### src/rtl/mem_port_arbiter.sv
//------------------------------------------------------------------------------
// Module      : mem_port_arbiter
// Description : Round-robin arbiter sharing one memory word port between the
//               instruction cache (read-only) and data cache (read/write),
//               with a per-transaction response timeout.
// Revision    : 1.0 - initial release
//------------------------------------------------------------------------------
`default_nettype none

module mem_port_arbiter #(
    parameter int ADDR_WIDTH     = 32,
    parameter int DATA_WIDTH     = 32,
    parameter int TIMEOUT_CYCLES = 64,
    parameter int TMO_WIDTH      = $clog2(TIMEOUT_CYCLES + 1)
) (
    input  logic                  clk,
    input  logic                  reset,

    input  logic                  I_REQ,
    input  logic [ADDR_WIDTH-1:0] I_ADDR,
    output logic [DATA_WIDTH-1:0] I_RDATA,
    output logic                  I_RVALID,
    output logic                  I_ERR,

    input  logic                  D_RD,
    input  logic                  D_WR,
    input  logic [ADDR_WIDTH-1:0] D_ADDR,
    input  logic [DATA_WIDTH-1:0] D_WDATA,
    output logic [DATA_WIDTH-1:0] D_RDATA,
    output logic                  D_RVALID,
    output logic                  D_WDONE,
    output logic                  D_ERR,

    output logic                  MEM_READ_REQ,
    output logic                  MEM_WRITE_REQ,
    output logic [ADDR_WIDTH-1:0] MEM_ADDRESS,
    output logic [DATA_WIDTH-1:0] MEM_WRITEDATA,
    input  logic                  MEM_BUSYWAIT,
    input  logic [DATA_WIDTH-1:0] MEM_READDATA,
    input  logic                  MEM_READDATA_VALID,
    input  logic                  MEM_WRITE_DONE,

    output logic                  ARB_BUSY
);

    localparam logic [1:0] c_ST_IDLE  = 2'd0;
    localparam logic [1:0] c_ST_ISSUE = 2'd1;
    localparam logic [1:0] c_ST_RESP  = 2'd2;

    localparam logic [TMO_WIDTH-1:0] c_TMO_LAST = TMO_WIDTH'(TIMEOUT_CYCLES - 1);

    logic [1:0]            r_state,     w_state_nx;
    logic                  r_owner_d,   w_owner_d_nx;
    logic                  r_op_wr,     w_op_wr_nx;
    logic                  r_last_d,    w_last_d_nx;
    logic [TMO_WIDTH-1:0]  r_tmo,       w_tmo_nx;
    logic                  r_mem_rd,    w_mem_rd_nx;
    logic                  r_mem_wr,    w_mem_wr_nx;
    logic [ADDR_WIDTH-1:0] r_mem_addr,  w_mem_addr_nx;
    logic [DATA_WIDTH-1:0] r_mem_wdata, w_mem_wdata_nx;
    logic [DATA_WIDTH-1:0] r_i_rdata,   w_i_rdata_nx;
    logic [DATA_WIDTH-1:0] r_d_rdata,   w_d_rdata_nx;
    logic                  r_i_rvalid,  w_i_rvalid_nx;
    logic                  r_i_err,     w_i_err_nx;
    logic                  r_d_rvalid,  w_d_rvalid_nx;
    logic                  r_d_wdone,   w_d_wdone_nx;
    logic                  r_d_err,     w_d_err_nx;
    logic                  r_busy,      w_busy_nx;

    logic w_i_pend;
    logic w_d_pend;
    logic w_grant_d;
    logic w_blocked;
    logic w_resp_hit;

    assign w_i_pend   = I_REQ;
    assign w_d_pend   = D_RD | D_WR;
    assign w_grant_d  = w_d_pend & (~w_i_pend | ~r_last_d);
    // The requester still holds its request while it sees its completion
    // pulse; granting in that cycle would start a phantom repeat transaction.
    assign w_blocked  = r_i_rvalid | r_i_err | r_d_rvalid | r_d_wdone | r_d_err;
    assign w_resp_hit = r_op_wr ? MEM_WRITE_DONE : MEM_READDATA_VALID;

    always_comb begin
        w_state_nx     = r_state;
        w_owner_d_nx   = r_owner_d;
        w_op_wr_nx     = r_op_wr;
        w_last_d_nx    = r_last_d;
        w_tmo_nx       = r_tmo;
        w_mem_rd_nx    = r_mem_rd;
        w_mem_wr_nx    = r_mem_wr;
        w_mem_addr_nx  = r_mem_addr;
        w_mem_wdata_nx = r_mem_wdata;
        w_i_rdata_nx   = r_i_rdata;
        w_d_rdata_nx   = r_d_rdata;
        w_i_rvalid_nx  = 1'b0;
        w_i_err_nx     = 1'b0;
        w_d_rvalid_nx  = 1'b0;
        w_d_wdone_nx   = 1'b0;
        w_d_err_nx     = 1'b0;

        case (r_state)
            c_ST_IDLE: begin
                if (!w_blocked && (w_i_pend || w_d_pend)) begin
                    w_owner_d_nx  = w_grant_d;
                    w_op_wr_nx    = w_grant_d & D_WR;
                    w_last_d_nx   = w_grant_d;
                    w_mem_addr_nx = w_grant_d ? D_ADDR : I_ADDR;
                    if (w_grant_d) begin
                        w_mem_wdata_nx = D_WDATA;
                    end
                    w_mem_rd_nx   = ~(w_grant_d & D_WR);
                    w_mem_wr_nx   = w_grant_d & D_WR;
                    w_state_nx    = c_ST_ISSUE;
                end
            end
            c_ST_ISSUE: begin
                if (!MEM_BUSYWAIT) begin
                    w_mem_rd_nx = 1'b0;
                    w_mem_wr_nx = 1'b0;
                    w_tmo_nx    = '0;
                    w_state_nx  = c_ST_RESP;
                end
            end
            c_ST_RESP: begin
                if (w_resp_hit) begin
                    w_state_nx = c_ST_IDLE;
                    if (r_op_wr) begin
                        w_d_wdone_nx = 1'b1;
                    end else if (r_owner_d) begin
                        w_d_rvalid_nx = 1'b1;
                        w_d_rdata_nx  = MEM_READDATA;
                    end else begin
                        w_i_rvalid_nx = 1'b1;
                        w_i_rdata_nx  = MEM_READDATA;
                    end
                end else if (r_tmo == c_TMO_LAST) begin
                    w_state_nx = c_ST_IDLE;
                    w_d_err_nx = r_owner_d;
                    w_i_err_nx = ~r_owner_d;
                end else begin
                    w_tmo_nx = r_tmo + 1'b1;
                end
            end
            default: begin
                w_state_nx  = c_ST_IDLE;
                w_mem_rd_nx = 1'b0;
                w_mem_wr_nx = 1'b0;
            end
        endcase

        w_busy_nx = (w_state_nx != c_ST_IDLE);
    end

    always_ff @(posedge clk or negedge reset) begin
        if (!reset) begin
            r_state     <= c_ST_IDLE;
            r_owner_d   <= 1'b0;
            r_op_wr     <= 1'b0;
            r_last_d    <= 1'b1;
            r_tmo       <= '0;
            r_mem_rd    <= 1'b0;
            r_mem_wr    <= 1'b0;
            r_mem_addr  <= '0;
            r_mem_wdata <= '0;
            r_i_rdata   <= '0;
            r_d_rdata   <= '0;
            r_i_rvalid  <= 1'b0;
            r_i_err     <= 1'b0;
            r_d_rvalid  <= 1'b0;
            r_d_wdone   <= 1'b0;
            r_d_err     <= 1'b0;
            r_busy      <= 1'b0;
        end else begin
            r_state     <= w_state_nx;
            r_owner_d   <= w_owner_d_nx;
            r_op_wr     <= w_op_wr_nx;
            r_last_d    <= w_last_d_nx;
            r_tmo       <= w_tmo_nx;
            r_mem_rd    <= w_mem_rd_nx;
            r_mem_wr    <= w_mem_wr_nx;
            r_mem_addr  <= w_mem_addr_nx;
            r_mem_wdata <= w_mem_wdata_nx;
            r_i_rdata   <= w_i_rdata_nx;
            r_d_rdata   <= w_d_rdata_nx;
            r_i_rvalid  <= w_i_rvalid_nx;
            r_i_err     <= w_i_err_nx;
            r_d_rvalid  <= w_d_rvalid_nx;
            r_d_wdone   <= w_d_wdone_nx;
            r_d_err     <= w_d_err_nx;
            r_busy      <= w_busy_nx;
        end
    end

    assign I_RDATA       = r_i_rdata;
    assign I_RVALID      = r_i_rvalid;
    assign I_ERR         = r_i_err;
    assign D_RDATA       = r_d_rdata;
    assign D_RVALID      = r_d_rvalid;
    assign D_WDONE       = r_d_wdone;
    assign D_ERR         = r_d_err;
    assign MEM_READ_REQ  = r_mem_rd;
    assign MEM_WRITE_REQ = r_mem_wr;
    assign MEM_ADDRESS   = r_mem_addr;
    assign MEM_WRITEDATA = r_mem_wdata;
    assign ARB_BUSY      = r_busy;

endmodule

`default_nettype wire

### config.mk
export PLATFORM = sky130hd
export DESIGN_NAME = mem_port_arbiter
export DESIGN_NICKNAME = d
export VERILOG_FILES = /design/src/rtl/mem_port_arbiter.sv
export SDC_FILE = /design/constraint.sdc
export NUM_CORES = 1
export LEC_CHECK = 0
export ABC_AREA = 0
export CORE_UTILIZATION = 45
export DETAILED_ROUTE_END_ITERATION = 16
export PLACE_DENSITY_LB_ADDON = 0.05
export SKIP_CTS_REPAIR_TIMING = 1
export SLEW_MARGIN = 15
export SYNTH_ARGS = -nofsm -noshare
export SYNTH_HDL_FRONTEND = slang
export SYNTH_SLANG_ARGS = --single-unit
### constraint.sdc
create_clock -name clk -period 4.9 [get_ports clk]
set_input_delay 1.47 -clock clk [delete_from_list [all_inputs] [get_ports clk]]
set_output_delay 1.47 -clock clk [all_outputs]
set_load 0.01 [all_outputs]
; ---- After elaboration in Yosys (flattened, before gate mapping)
; Index checks and enable logic that the tools add are counted.
[word_totals]
regBits = 148
latch_bits = 0
mem_bits_rw = 0
mem_bits_ro = 0
input_bits = 136
output_inout_bits = 136
wordCells = 84
memories = 0
[op_classes]
add_sub_neg = 1
multipliers = 0
div_mod_pow = 0
order_cmp = 0
n_eq_ne = 7
shifts = 0
n_mux = 33
bitwise = 14
n_reduce_logical = 12
[op_table]
columns = operator, n
row1 = $mux W32, 1
row2 = $mux W1, 21
row3 = $mux W7, 3
row4 = $pmux W7 S2, 1
row5 = $reduce_and A4 Y1, 3
row6 = $mux W2, 4
row7 = $ne A2 B2 Y1 const B, 4
row8 = $add A7 B1 Y7 const B, 1
row9 = $eq A7 B6 Y1 const B, 1
row10 = $not A1 Y1, 6
row11 = $or A1 B1 Y1, 6
row12 = $pmux W1 S3, 2
row13 = $pmux W2 S3, 1
row14 = $reduce_and A3 Y1, 2
row15 = $reduce_bool A2 Y1, 2
row16 = $and A1 B1 Y1, 2
row17 = $eq A2 B1 Y1 const B, 1
row18 = $eq A2 B2 Y1 const B, 1
row19 = $logic_not A2 Y1, 1
row20 = $reduce_and A2 Y1, 1
row21 = $logic_and A1 B1 Y1, 1
row22 = $logic_not A1 Y1, 1
row23 = $logic_or A1 B1 Y1, 1

; ---- Depth between registers and ports, before layout
; Gate-level depths: netlist of run 1.
[depth]
ltp_word = 9
ltp_mapped = 6
mapped_depth_nobuf = 5

; ---- Least setup slack after synthesis of run 1
; No wires, ideal clock.
[synth_timing]
path_kind = input port to flip-flop
startpoint = input port MEM_READDATA_VALID
endpoint = register r_i_rdata[12] (netlist: I_RDATA[12])
t_arrival_ns = 2.469
slack_ns = 2.306
stages = 5
path_cell_list = nor2b_1 -> nand2_1 -> nor2_4 -> buf_4 -> mux2_2
[synth_between]
elab_chain_len = 2
[synth_rtl]
columns = item, line
row1 = "start, declared", 40  ; input logic MEM_READDATA_VALID,
row2 = $mux W1, 82  ; assign w_resp_hit = r_op_wr ? MEM_WRITE_DONE : MEM_READDATA_VALID;
row3 = $reduce_and A4 Y1 (no line), -
row4 = "end signal, assigned", 184  ; r_i_rdata <= w_i_rdata_nx;
row5 = "end, declared", 61  ; logic [DATA_WIDTH-1:0] r_i_rdata, w_i_rdata_nx;
; Every way passes these cells.
; A chain may end at the register's enable or synchronous reset.

; ---- Final worst setup path of run 1
[layout_timing]
startpoint = input port MEM_READDATA_VALID
endpoint = register r_i_rdata[8] (netlist: I_RDATA[8])
; Same word-level chain as after synthesis.

==> reports/metrics.csv, run 1 <==
stage;metric;value;unit
outcome;status;complete, no violations;
timing;drv_slew;0;
hold_path;hp-class;reg2reg;
drt;firstDrtPassIters;4;
worst_setup_path;slowest_delay;760;ps
drt;viasPerCell;4.97;
worst_setup_path;crit_arrival;3500;ps
die;boundaryPins;272;
cts;path_clk_slew;60;ps
cells_and_area;ff_latch_area;3700;µm²
cells_and_area;fin_cells;887;
global_routing;grt_pass1_wl;25600;µm
timing;fin_crit;3200;ps
synthesis;synth_commonest_cells;dfrtp_1, mux2_2, nand2_1;
synthesis;synth_most_common_cell;dfrtp_1;
cts;cts_buffers;17;
synthesis;ys_ff_latch;148;
drt;vias;4409;
worst_setup_path;worstPathCellList;clkdlybuf4s50_1 > nor2b_1 > nand2_1 > nor2_4 > mux2_2;
synthesis;postSynthNetCount;566;
die;die_y;118;µm
global_routing;grt_antenna_before_repair;0;
timing;finalHoldViolations;0;
worst_setup_path;path_max_fanout;33;
synthesis;yosysTopAreaCellShare;60.8;%
drt;drcViolationCount;0;
global_routing;grt.total_usage;23.9;%
timing;period_share;65.3;%
timing;setup_viol;0;
timing;finalSetupTns;0;ps
synthesis;async_flop_share;100;%
global_routing;grt_remaining_overflow;0;
cts;clk_latency;420;ps
worst_setup_path;cp_top_family;simple AND/OR/NAND/NOR gates;
die;coreArea;12900;µm²
drt;antenna_left;0;
synthesis;yosysWarnings;0;
cts;clock_path_buffers;2;
placed_design;dp_hpwl;11500;µm
timing;fmax;312;MHz
cells_and_area;nets;840;
synthesis;ys.flop_type;dfrtp_1;
cells_and_area;fillers;909;
synthesis;synth_area_leaders;dfrtp_1, mux2_2, mux2i_1;
synthesis;yosysSeqAreaShare;61.3;%
synthesis;synth_edf_count;0;
timing;hold_ws;483;ps
die;initial_utilization;47.0;%
power;p_per_area;635;nW/µm²
run;maxCapViolations;0;
timing;max-slew-margin-rel;34.2;%
power;power_leakage;4.18;nW
synthesis;synth_top_area_cell;dfrtp_1;
drt;dr.first_iter.drc_count;231;
drt;wl_per_cell;17.6;µm
cells_and_area;multi_input_area;2220;µm²
cells_and_area;drive_gt1_share;18.7;%
global_routing;grt_max_degree;126;
placed_design;portBuffers;271;
cts;cts_num_sinks;148;
synthesis;syn_area_per_cell;14.1;µm²
timing;worst_pin_slew;988;ps
cts;htree_levels;4;
die;die_area;13900;µm²
die;die_x;118;µm
worst_setup_path;worstSetupPathType;in2reg;
die;rows;41;
cts;cts_tree;yes;
timing;rsz0062_at_grt;no;
placed_design;place_inst;856;
synthesis;synth_area;6050;µm²
worst_setup_path;critPathLaunchType;primary input;
cts;cts_root_buf;clkbuf_16;
cells_and_area;antenna_cells;0;
synthesis;ys_types;45;
synthesis;syn_inst;429;
worst_setup_path;critPathSlowestCell;nor2_4;
timing;fin_skew;7.62;ps
worst_setup_path;required;5200;ps
cells_and_area;syn2layout_area_growth;56.6;%
worst_setup_path;cp.buffers_inverters;1;
power;ir_drop;0.000308;V
worst_setup_path;endpoint_kind;flip-flop;
global_routing;grt_pass1_vias;4799;
placed_design;place.gp.congestion;0.802;
drt;wl;15600;µm
## cells by family after synthesis
| group | share of synthesized area (%) |
|---|---|
| adder cells (fa/ha/maj) | 0.207 |
| multiplexers | 24.4 |
| AND/OR/NAND/NOR | 6.35 |
| AO/OA/AOI/OAI | 5.48 |
| buffers and inverters | 2.26 |
| flip-flops | 61.3 |
## tightest hold or removal path, stage by stage (launching register included)
cell and delay [ps]:
dfrtp_1 340, nand2_1 40, o21ai_0 60
## final timing paths
kind | startpoint | to | slack (ps) | cells after the start
max | MEM_READDATA_VALID | I_RDATA[8] | 1700 | 5
min | MEM_ADDRESS[0] | MEM_ADDRESS[0] | 480 | 2
max reg2reg | r_state[0] | I_RDATA[8] | 2720 | 4
min reg2reg | MEM_ADDRESS[0] | MEM_ADDRESS[0] | 480 | 2
max in group asynchronous | reset | MEM_WRITEDATA[11] | 2770 | 2
min in group asynchronous | reset | I_RDATA[28] | 1160 | 1
## sequential cells by signal, indices dropped and copies added (netlist names), 2 cells and up
name / cells
MEM_WRITEDATA: 32
D_RDATA: 32
r_state: 2
MEM_ADDRESS: 32
I_RDATA: 32
r_tmo: 7
## final cells by class
| type | count | area share, % |
|---|---|---|
| flip-flops and latches | 148 | 39.1 |
| repair buffers | 275 | 29.0 |
| multi-input cells | 256 | 23.5 |
| clock buffers | 21 | 4.76 |
| well taps | 172 | 2.27 |
| clock inverters | 10 | 1.15 |
| inverters | 5 | 0.198 |
## placed cells by master (no fill, tap or decap), types with 2 or more instances in the layout
master           instances
a21boi_0                 2
buf_4                    4
bufinv_16                2
clkbuf_1                 3
clkbuf_16               17
clkbuf_8                 2
clkdlybuf4s50_1        270
clkinv_2                 5
clkinvlp_4               2
dfrtp_1                147
inv_1                    5
mux2_1                  10
mux2_2                  66
mux2_4                  20
mux2i_1                 32
nand2_1                 45
nand3_1                  6
nand3_2                  2
nor2_1                   2
nor2b_1                  2
nor3_1                   3
nor3_2                   2
o21ai_0                  6
o21ai_1                 30
o311ai_0                 2
o31ai_1                  4
## metrics by stage
step	utilization [%]	power [mW]	setup WS (ps)	area (µm²)
2_1_floorplan	-	3.35	2310	6050
3_3_place_gp	69.2	4.75	1270	8900
3_5_place_dp	69.2	4.82	1240	8900
4_1_cts	73.5	6.08	1690	9460
5_1_grt	73.5	6.36	1510	9470
6_report	73.5	6.01	1700	9470
## routing by layer
metal | global-route usage [%] | share of wire (%)
met4 | 9.78 | 2.3
met5 | 0 | 0
met3 | 8.82 | 8.8
met2 | 39.5 | 48
met1 | 28.2 | 40
## power by group
part	internal [mW]	switching (mW)	total, mW
Sequential	1.80	0.327	2.13
Combinational	1.59	1.07	2.66
Clock	0.755	0.472	1.23
Total	4.14	1.87	6.01
(Power assumes the default switching activity.)
==> run 2, diff against run 1 <==
--- a/config.mk
+++ b/config.mk
@@ -6,7 +6,7 @@
 export NUM_CORES = 1
 export LEC_CHECK = 0
 export ABC_AREA = 0
-export CORE_UTILIZATION = 45
+export CORE_UTILIZATION = 38
 export DETAILED_ROUTE_END_ITERATION = 16
 export PLACE_DENSITY_LB_ADDON = 0.05
 export SKIP_CTS_REPAIR_TIMING = 1
==> constraint.sdc (replaced) <==
create_clock -name clk -period 2.85 [get_ports clk]
set_input_delay 0.855 -clock clk [delete_from_list [all_inputs] [get_ports clk]]
set_output_delay 0.855 -clock clk [all_outputs]
set_load 0.01 [all_outputs]
==> run 2 against run 1 <==
Net effect: clock skew is 0.69 ps lower; clock power is 84% higher; non-clock buffer count is 9 higher; sequential share of layout area is 0.87 points lower; largest power group unchanged.
==> reports/metrics.csv, run 2 (synthesized netlist as in run 1, its figures left out) <==
stage;metric;value;unit
outcome;status;complete, no violations;
power;swShare;30.8;%
drt;dr.first_iter.drc_count;158;
drt;wl_per_cell;17.3;µm
timing;rsz0062_at_grt;no;
worst_setup_path;r2r_slack;990;ps
power;power_leakage;4.27;nW
worst_setup_path;endpoint_kind;output pin;
timing;setup_viol;0;
worst_setup_path;cp_top_family;buffers and inverters;
placed_design;portBuffers;271;
timing;fmax;448;MHz
cts;cts_tree;yes;
power;intPower;7.32;mW
worst_setup_path;crit_arrival;1380;ps
worst_setup_path;cp.buffers_inverters;1;
worst_setup_path;required;2000;ps
cts;cts_buffers;17;
power;switchingPower;3.25;mW
power;pwr-share-seq;34.6;%
worst_setup_path;worstPathCellList;clkdlybuf4s50_1;
global_routing;grt.total_usage;20.5;%
timing;period_share;78.4;%
global_routing;grt_pass1_vias;4802;
drt;drcViolationCount;0;
cts;clk_latency;410;ps
run;maxCapViolations;0;
drt;antenna_left;0;
worst_setup_path;critPathSlowestCell;clkdlybuf4s50_1;
die;die_y;128;µm
cts;path_clk_slew;60;ps
power;ir_drop;0.000598;V
cells_and_area;mostFrequentLayoutCell;clkdlybuf4s50_1;
power;power_frac_comb;44.0;%
cells_and_area;syn2layout_area_growth;60.1;%
drt;vias;4455;
cells_and_area;drive_gt1_share;20.1;%
die;rows;45;
die;die_x;128;µm
timing;max-slew-margin-rel;55.6;%
global_routing;grt_pass1_wl;25300;µm
worst_setup_path;critPathLaunchType;flip-flop;
power;p_per_area;1090;nW/µm²
placed_design;dp_hpwl;12200;µm
timing;fin_crit;2230;ps
die;die_area;16400;µm²
timing;fin_skew;6.94;ps
die;boundaryPins;272;
worst_setup_path;path_max_fanout;2;
timing;finalHoldViolations;0;
global_routing;grt_antenna_before_repair;0;
timing;hold_ws;429;ps
timing;finalSetupTns;0;ps
drt;firstDrtPassIters;4;
cts;cts_root_buf;clkbuf_16;
hold_path;hp-class;in2async;
drt;wl;16100;µm
cts;cts_num_sinks;148;
global_routing;grt_max_degree;69;
worst_setup_path;worstSetupPathType;reg2out;
die;coreArea;15400;µm²
power;pwr-share-clk;21.4;%
placed_design;place.gp.congestion;0.765;
die;initial_utilization;39.3;%
drt;viasPerCell;4.77;
cts;htree_levels;4;
cts;clock_path_buffers;2;
cells_and_area;antenna_cells;0;
cells_and_area;nets;849;
worst_setup_path;slowest_delay;590;ps
timing;worst_pin_slew;666;ps
cells_and_area;final_cell_mix;clkdlybuf4s50_1, dfrtp_1, mux2_2;
global_routing;grt_remaining_overflow;0;
timing;drv_slew;0;
==> run 2: cell count changes in the layout (fill, tap and decap cells not counted), sizes merged <==
cell | before | now
bufinv | 2 | 3
clkbuf | 22 | 20
buf | 4 | 14
clkinvlp | 2 | 1
==> run 2: final timing paths <==
kind	cells past startpoint	endpoint	startpoint
hold / removal	1	D_RDATA[17]	reset
setup / recovery	1	I_RVALID	I_RVALID
hold reg to reg	1	I_RDATA[16]	I_RDATA[16]
setup reg to reg	4	MEM_WRITEDATA[25]	I_RVALID
min in group clk	1	I_RDATA[16]	I_RDATA[16]
max in group asynchronous	2	D_RDATA[0]	reset
==> run 2: metal layers <==
layer | share of wire, % | vias to the layer above | global-route usage, %
li1 | - | 2091 | -
met1 | 40 | 2154 | 23.1
met2 | 47 | 193 | 33.6
met3 | 11 | 17 | 10.1
met4 | 1.6 | 0 | 7.13
met5 | 0 | - | 0
==> run 2: layout make-up <==
| class | count | area, µm² |
|---|---|---|
| timing repair buffer | 284 | 2870 |
| clock inverter | 10 | 131 |
| sequential | 148 | 3700 |
| clock buffer | 20 | 467 |
| inverter | 5 | 18.8 |
| tap | 211 | 264 |
| fill | 1207 | 5690 |
| multi-input combinational | 256 | 2220 |
==> run 2: power groups by stage <==
stage	Clock, mW	Sequential [mW]	Combinational [mW]
global route	2.40	3.79	5.01
finish	2.26	3.66	4.65
global placement	0	3.64	4.63
floorplan	0	4.04	1.72
detailed placement	0	3.69	4.71
CTS	2.31	3.67	4.73
==> run 2: through the flow <==
stage	power, mW	util (%)	instances	worst slack (ps)	area [µm²]
2_1_floorplan	5.77	-	429	871	6050
3_3_place_gp	8.28	59.1	904	299	9080
3_5_place_dp	8.40	59.1	904	229	9080
4_1_cts	10.7	63.0	934	595	9680
5_1_grt	11.2	63.0	934	563	9680
6_report	10.6	63.0	934	617	9680
==> run 3, diff against run 2 <==
==> constraint.sdc (replaced) <==
create_clock -name clk -period 1.9 [get_ports clk]
set_input_delay 0.57 -clock clk [delete_from_list [all_inputs] [get_ports clk]]
set_output_delay 0.57 -clock clk [all_outputs]
set_load 0.01 [all_outputs]
==> run 3 against run 2 <==
Net effect: clock power grew 45%; utilization up 3.1 points; first-iteration DRC count fell by 4.4%; critical path type unchanged; via count increased by 1.3%; largest cell class unchanged; worst hold slack got worse by 340 ps; sequential power is 48% higher; wire length grew 2.5%.
==> reports/metrics.csv, run 3 (synthesized netlist as in run 1, its figures left out) <==
stage;metric;value;unit
cells_and_area;nets;863;
timing;fmax;536;MHz
worst_setup_path;crit_arrival;1300;ps
die;die_area;16400;µm²
worst_setup_path;critPathLaunchType;flip-flop;
drt;drcViolationCount;0;
cells_and_area;drive_gt1_share;21.4;%
worst_setup_path;slowest_delay;540;ps
placed_design;dpl_cell_area;9240;µm²
global_routing;grt_max_degree;48;
worst_setup_path;rr_worst_depth;4;
global_routing;grt_pass1_wl;25200;µm
global_routing;grt.total_usage;20.5;%
timing;drv_slew;0;
drt;vias;4515;
cts;clock_path_buffers;2;
worst_setup_path;endpoint_kind;output pin;
cts;cts_num_sinks;148;
global_routing;grt_antenna_before_repair;0;
timing;fin_crit;1870;ps
worst_setup_path;worstPathCellList;clkdlybuf4s50_1;
power;ir_drop;0.000715;V
die;boundaryPins;272;
placed_design;portBuffers;271;
run;maxCapViolations;0;
worst_setup_path;worstSetupPathType;reg2out;
hold_path;hp-class;in2async;
global_routing;grt_pass1_vias;4781;
die;rows;45;
cells_and_area;fin_util;66.0;%
placed_design;place.gp.congestion;0.813;
cts;cts_root_buf;clkbuf_16;
worst_setup_path;cp_top_family;buffers and inverters;
cts;clk_latency;420;ps
cts;htree_levels;4;
timing;rsz0062_at_grt;no;
timing;setup_viol;0;
cts;cts_buffers;17;
worst_setup_path;rr_endpoint;MEM_WRITEDATA[31];
drt;wl;16500;µm
die;coreArea;15400;µm²
timing;max-slew-margin-rel;69.9;%
die;die_x;128;µm
cts;path_clk_slew;60;ps
placed_design;post-place-ws;-298;ps
drt;antenna_left;0;
timing;finalHoldViolations;0;
die;die_y;128;µm
drt;dr.first_iter.drc_count;151;
cells_and_area;design_area;10200;µm²
timing;worst_pin_slew;451;ps
global_routing;grt_remaining_overflow;0;
drt;firstDrtPassIters;6;
power;power_leakage;5.87;nW
timing;setup_slack;33.8;ps
worst_setup_path;cp.buffers_inverters;1;
worst_setup_path;path_max_fanout;2;
cells_and_area;antenna_cells;0;
power;p_per_area;1540;nW/µm²
cells_and_area;mostFrequentLayoutCell;dfrtp_1;
die;initial_utilization;39.3;%
cells_and_area;syn2layout_area_growth;67.9;%
drt;wl_per_cell;17.4;µm
placed_design;dp_hpwl;12300;µm
drt;viasPerCell;4.76;
worst_setup_path;r2r_slack;180;ps
worst_setup_path;r2r_start;r_state[1];
worst_setup_path;critPathSlowestCell;clkdlybuf4s50_1;
cts;cts_tree;yes;
cells_and_area;final_cell_mix;dfrtp_1, clkdlybuf4s50_1, dlymetal6s2s_1;
worst_setup_path;required;1330;ps
outcome;status;complete, no violations;
timing;fin_skew;6.54;ps
timing;period_share;98.2;%
## run 3: cell count changes in the layout (fill, tap and decap cells not counted), sizes merged
| cell | previous run | this run |
|---|---|---|
| clkdlybuf4s50 | 270 | 139 |
| dlymetal6s2s | 0 | 131 |
| buf | 14 | 28 |
| clkbuf | 20 | 22 |
| bufinv | 3 | 2 |
| clkinv | 6 | 5 |
| clkinvlp | 1 | 2 |
## run 3: layer usage
metal	vias up	track usage, %	share of wire (%)
met5	-	0	0
met4	0	9.34	2.7
met3	34	9.27	11
met2	210	33.2	47
met1	2155	23.2	40
li1	2116	-	-
## run 3: cell type report
class,count,area (µm²)
Inverter,5,18.8
Fill cell,1179,5220
Timing Repair Buffer,298,3360
Clock inverter,9,104
Sequential cell,148,3700
Multi-Input combinational cell,256,2230
Clock buffer,22,474
Tap cell,211,264
## run 3: worst max-delay path by stage
stage | start | slack [ps] | endpoint | cells past startpoint
CTS | D_ERR | -70 | D_ERR | 1
global placement | MEM_READDATA_VALID | -230 | I_RDATA[21] | 6
detailed placement | MEM_READDATA_VALID | -300 | r_tmo[3] | 6
finish | D_RDATA[19] | 30 | D_RDATA[19] | 1
global route | D_RDATA[19] | 0.2 | D_RDATA[19] | 1
floorplan | MEM_READDATA_VALID | 210 | I_RDATA[12] | 5
## run 3: power breakdown
part,total [mW],leakage (nW),switching [mW],internal [mW]
combinational,6.93,3.76,2.87,4.07
sequential,5.40,1.83,0.764,4.64
clock,3.28,0.282,1.26,2.02
total,15.6,5.87,4.89,10.7
## run 3: metrics by stage
| stage | hold slack [ps] | TNS (ps) | power, mW | std cells |
|---|---|---|---|---|
| floorplan | 274 | 0 | 8.65 | 429 |
| global placement | 468 | -23570 | 12.7 | 918 |
| detailed placement | 474 | -26970 | 12.9 | 918 |
| CTS | 85.5 | -1310 | 16.2 | 949 |
| global route | 97.4 | 0 | 16.6 | 949 |
| finish | 84.8 | 0 | 15.6 | 949 |
